File: src/rtl/segment_scan_bank.sv
// Bank of seven-segment pattern registers with a prescaled digit scanner.
// Optional macro SEG_GHOST_BLANK_EN forces all anodes off for the first BLANK_CYC cycles of each slot.
module segment_scan_bank #(
    parameter int               DIGITS      = 8,
    parameter int               SEL_W       = 3,
    parameter int               SEG_W       = 7,
    parameter logic [SEG_W-1:0] RST_PATTERN = 7'b0000001,
    parameter int               SCAN_DIV    = 50000,
    parameter int               BLANK_CYC   = 16
) (
    input  logic               clk,
    input  logic               rst,
    input  logic [SEG_W-1:0]   in,
    input  logic [SEL_W-1:0]   seg_mux_sel,
    input  logic               done,
    input  logic               clear,
    output logic [SEG_W-1:0]   seg_out,
    output logic [DIGITS-1:0]  an,
    output logic [SEL_W-1:0]   scan_idx,
    output logic               frame_tick
);

    localparam int                PCNT_W    = (SCAN_DIV > 1) ? $clog2(SCAN_DIV) : 1;
    localparam logic [PCNT_W-1:0] PCNT_LAST = PCNT_W'(SCAN_DIV - 1);
    localparam logic [SEL_W-1:0]  IDX_LAST  = SEL_W'(DIGITS - 1);

    if (SCAN_DIV < 2) begin : g_bad_scan_div
        $error("segment_scan_bank: SCAN_DIV must be at least 2");
    end
    if (DIGITS < 1 || DIGITS > (1 << SEL_W)) begin : g_bad_digits
        $error("segment_scan_bank: DIGITS must lie in 1..2**SEL_W");
    end
    if (BLANK_CYC >= SCAN_DIV) begin : g_bad_blank
        $error("segment_scan_bank: BLANK_CYC must be below SCAN_DIV");
    end

    logic [SEG_W-1:0]  digit [DIGITS];
    logic [PCNT_W-1:0] pcnt_p0;
    logic [SEL_W-1:0]  scan_idx_p0;
    logic              slot_end;
    logic              frame_end;
    logic [SEG_W-1:0]  seg_sel;
    logic [DIGITS-1:0] an_sel;
    logic              an_blank;
    logic [SEG_W-1:0]  seg_p1;
    logic [DIGITS-1:0] an_p1;
    logic              tick_p1;

    assign slot_end  = (pcnt_p0 == PCNT_LAST);
    assign frame_end = slot_end && (scan_idx_p0 == IDX_LAST);

    // Stage p0: pattern storage; clear outranks a same-cycle load, out-of-range selects match no register
    always_ff @(posedge clk) begin
        if (!rst || clear) begin
            for (int i = 0; i < DIGITS; i++) begin
                digit[i] <= RST_PATTERN;
            end
        end else if (done) begin
            for (int i = 0; i < DIGITS; i++) begin
                if (seg_mux_sel == SEL_W'(i)) begin
                    digit[i] <= in;
                end
            end
        end
    end

    // Stage p0: prescaler and scan index, free-running regardless of loads
    always_ff @(posedge clk) begin
        if (!rst) begin
            pcnt_p0     <= '0;
            scan_idx_p0 <= '0;
        end else if (slot_end) begin
            pcnt_p0     <= '0;
            scan_idx_p0 <= (scan_idx_p0 == IDX_LAST) ? '0 : scan_idx_p0 + SEL_W'(1);
        end else begin
            pcnt_p0     <= pcnt_p0 + PCNT_W'(1);
        end
    end

    always_comb begin
        seg_sel = RST_PATTERN;
        an_sel  = '1;
        for (int i = 0; i < DIGITS; i++) begin
            if (scan_idx_p0 == SEL_W'(i)) begin
                seg_sel   = digit[i];
                an_sel[i] = 1'b0;
            end
        end
    end

`ifdef SEG_GHOST_BLANK_EN
    assign an_blank = (pcnt_p0 < PCNT_W'(BLANK_CYC));
`else
    assign an_blank = 1'b0;
`endif

    // Stage p1: registered display outputs, one cycle behind the scan index
    always_ff @(posedge clk) begin
        if (!rst) begin
            seg_p1  <= RST_PATTERN;
            an_p1   <= '1;
            tick_p1 <= 1'b0;
        end else begin
            seg_p1  <= seg_sel;
            an_p1   <= an_blank ? '1 : an_sel;
            tick_p1 <= frame_end;
        end
    end

    assign seg_out    = seg_p1;
    assign an         = an_p1;
    assign scan_idx   = scan_idx_p0;
    assign frame_tick = tick_p1;

endmodule

File: config.mk
export PLATFORM = sky130hd
export DESIGN_NAME = segment_scan_bank
export DESIGN_NICKNAME = d
export VERILOG_FILES = /design/src/rtl/segment_scan_bank.sv
export SDC_FILE = /design/constraint.sdc
export NUM_CORES = 1
export LEC_CHECK = 0
export ABC_AREA = 1
export CORE_MARGIN = 8
export CORE_UTILIZATION = 43
export CTS_CLUSTER_DIAMETER = 150
export DETAILED_ROUTE_END_ITERATION = 8
export PLACE_DENSITY_LB_ADDON = 0.2
export SLEW_MARGIN = 30
export SYNTH_ARGS = -nofsm -noshare
export SYNTH_HDL_FRONTEND = slang
export SYNTH_SLANG_ARGS = --single-unit
File: constraint.sdc
create_clock -name clk -period 3.95 [get_ports clk]
set_input_delay 0.9875 -clock clk [delete_from_list [all_inputs] [get_ports clk]]
set_output_delay 0.9875 -clock clk [all_outputs]
set_load 0.01 [all_outputs]
[Yosys cells after proc, flatten, opt, wreduce, memory -nomap -nowiden]
Memories as Yosys holds them, arrays and structs flattened.
Index checks and enable logic that the tools add are counted.
Word-level totals
  register bits: 35
  latch bits: 0
  RAM bits: 56
  ROM bits: 0
  bits of input ports: 14
  output and inout port bits: 19
  word-level logic and storage cells: 97
  memories: 1
Operators by class
  add/sub/neg operators: 2
  multipliers: 0
  divide/modulo/power cells: 0
  magnitude comparators: 0
  equal/unequal tests: 15
  shift-type cells: 0
  mux-type cells: 59
  bitwise gates (word level): 9
  reductions and logical operators: 6
Memory list
  digit: depth 8, bits a word 7, read ports 8, clocked after memory_dff 0, wr ports 8, line 37  | logic [SEG_W-1:0] digit [DIGITS];
Operators with widths (count)
  7-bit 2-to-1 mux: 16
  1-bit 2-to-1 mux: 42
  3-bit equality test (second input constant): 8
  16-bit by 1-bit adder with 16-bit output (second input constant): 1
  16-bit equality test (second input constant): 1
  3-bit by 2-bit equality test with 1-bit output (second input constant): 4
  1-bit OR: 8
  3-bit by 1-bit equality test with 1-bit output (second input constant): 2
  3-bit logical NOT: 2
  3-bit by 1-bit adder with 3-bit output (second input constant): 1
  3-bit 2-to-1 mux: 1
  2-bit OR reduction: 1
  1-bit logical AND: 1
  1-bit logical NOT: 1
  1-bit logical OR: 1
  1-bit NOT: 1

[Logic depth before layout (Yosys ltp)]
  depth in word-level cells: 9
  gate-level depth with buffers: 13
  depth with buffers taken out: 13

[Worst setup path before layout]
No wires, ideal clock.
  kind: input -> register
  from: input port seg_mux_sel[1]
  to: memory digit[6][0], in the netlist digit[1][14], enable pin
  setup time: 381 ps
  arrival time: 1683 ps
  data required time: 3569 ps
  path slack: 1886 ps
  cell stages on the path: 4
  path buffers: 0
  path through: inv_1 > nor2_1 > inv_1 > o21ai_0
RTL lines
  from (decl): line 14  | input logic [SEL_W-1:0] seg_mux_sel,
  to (decl): line 37

[Worst setup path after layout]
  from: register scan_idx_p0[2], in the netlist scan_idx[2]
  to: output port scan_idx[2]
RTL lines
  from (decl): line 39  | logic [SEL_W-1:0] scan_idx_p0;
  from (signal assigned): line 74  | scan_idx_p0 <= (scan_idx_p0 == IDX_LAST) ? '0 : scan_idx_p0 + SEL_W'(1);
  to (decl): line 19  | output logic [SEL_W-1:0] scan_idx,
No word-level cell between the ends.

==> run metrics <==
status=complete, no violations; P_leak=2.03 nW; CTS clk-pin slew, worst paths=0.09 ns; Synth area leaders=edfxtp_1 (39%), dfxtp_1 (16%), nand2_1 (12%); Setup Buffers After CTS=0; CP max-delay cell=dfxtp_1; final setup fails=0; DRC violation count after routing=0; final hold vios=0; post-DP HPWL=7.16 mm; cts repair resizes=0; CP max FO=9; power per cell area=379 nW/um2; Gate power share=0.053; Syn Std Cell Area=4260 um2; clk root buf=clkbuf_8; WS Path Type=flop to primary output; CTS tree=built; overall die area=13,400 um2; via/cell ratio=4.76; Synth warnings=0; I/O pin total=33; origin of the worst setup path=scan_idx[2]; post-synthesis cell type count=30; Layout Cells excl Fill=690; Least-Margin Pin Slew=0.873 ns; Core ar.=9680 um2; ANT cells=0; worst vdd ir=0.181 mV; GRT Overall Usage=0.150; First DRT Iteration DRCs=195; Bufs and invs on worst path=1; Seq/Total Area, Yosys=0.559; DIE HEIGHT=116 um; post-cts hold buffer count=0; CP top delay family=flip-flops; dpl cells=674; RR Startpoint=scan_idx[2]; Tmin final=2.61 ns; Worst EP required=2.96 ns; share of cells above drive strength 1=0.0826; Syn Area/Cell=8.26 um2; die width=116 um; first-pass GRT wire length=15.2 mm; Main synth FF type=edfxtp_1; Clock Skews=0.0113 ns; antenna violations before repair=0; routed length per placed instance=13.8 um; Routability Congestion=0.794; final worst-path cycle share=0.660; maximum clock path buffer count=2; part of the power in registers=0.571; most common cell in the netlist=nand2_1; vias in the first global route=3,075; Worst-Skew Late Latency=0.36 ns; worst-path cell chain=clkdlybuf4s50_1; fmax=384 MHz; DR pass1 iterations=5; Synth area leader=edfxtp_1; HP Class=flop to flop; CP Capture Type=primary output; DR vias=3,282; # rows=36; Post-synth EDFFs=56; max-slew violations=0; H-tree depth=3; crit path DAT=1.62 ns; total wire length=9.50 mm; Syn Nets=537; Nets=573; Pint=0.00146 W; Setup TNS=0 ns; maximum number of pins on one net before global-route repair=17; synth-to-layout area growth=15.8%; Post-synth top cells=nand2_1 (134), nor2_1 (96), inv_1 (79); Routed Antenna Nets=0; initial cell density of the core=0.440; asr flop ratio synth=0; MaxCap Viol Count=0; Synth Instances=516; Sw Pwr=0.000414 W; # clock sinks=91; startpoint types=flop; unrepaired setup endpoints after global routing=false; Slew headroom=0.412; clock power share=0.377; total CTS buffers=9; top-area cell type share of the netlist area=0.394; # port buffers=32; sw frac=0.221; grt ovf=0; #FFs+latches synth=91; CP peak stage delay=0.63 ns; hold_sp=digit[1][27]
## path summary, 6_finish.rpt
kind	slack, ns	end	depth (start not counted)
setup / recovery	1.34	scan_idx[2]	1
hold reg to reg	0.46	seg_out[6]	2
hold / removal	0.46	seg_out[6]	2
setup reg to reg	1.91	seg_out[5]	11
## metrics by stage
step | hold slack (ns) | setup slack [ns] | util | total power (W) | instance area (um2)
2_1_floorplan | 0.419 | 1.89 | - | 0.00114 | 4260
3_3_place_gp | 0.436 | 1.20 | 0.486 | 0.00119 | 4710
3_5_place_dp | 0.447 | 1.16 | 0.486 | 0.00119 | 4710
4_1_cts | 0.468 | 1.33 | 0.510 | 0.00188 | 4940
5_1_grt | 0.517 | 1.26 | 0.510 | 0.00194 | 4940
6_report | 0.465 | 1.34 | 0.510 | 0.00187 | 4940
## flip-flops by register name (all words and copies together) (netlist names)
signal / flops
digit: 56
an: 8
frame_tick: 1
seg_out: 7
scan_idx: 3
pcnt_p0: 16
## cells in the final DEF, fill, tap and decap left out, types with 7 or more instances in the layout
cell type | netlist | layout
dfxtp_1 | 35 | 35
nand3_1 | 25 | 25
edfxtp_1 | 56 | 56
nand2_1 | 134 | 134
o21ai_0 | 9 | 8
nor2_2 | 8 | 8
nor2_1 | 96 | 96
inv_1 | 79 | 79
inv_2 | 10 | 10
clkdlybuf4s50_1 | 0 | 32
a21oi_1 | 15 | 15
ha_1 | 7 | 7
clkbuf_8 | 0 | 9
## cells by family after synthesis
family | count (synthesis) | share of synthesized area
simple gates | 293 | 0.295
buf+inv | 97 | 0.0907
flops | 91 | 0.559
compound gates | 26 | 0.0314
fa+ha+maj | 7 | 0.0205
xor+xnor | 2 | 0.00411
## area by class of cell
class	count	area (um2)
multi-input combinational	328	1500
fill	918	4750
clock buffer	12	178
inverter	89	334
clock inverter	4	52.6
tap	133	166
timing repair buffer	33	328
sequential	91	2380
## power groups by stage
stage,clock network [W],registers [W],logic [W]
after floorplan,0,0.00108,0.0000546
after global placement,0,0.00109,0.0000983
after detailed placement,0,0.00109,0.0000989
after CTS,0.000717,0.00107,0.0000993
after global routing,0.000757,0.00107,0.000111
final,0.000705,0.00107,0.0000988
## routing by layer
layer | up-vias | global-route usage | share of wire
met5 | - | 0 | 0
met4 | 0 | 0.0543 | 0.015
met3 | 11 | 0.0386 | 0.053
met2 | 95 | 0.253 | 0.48
met1 | 1498 | 0.182 | 0.45
li1 | 1678 | - | -
Note: power is estimated with default switching activity, not from simulation.
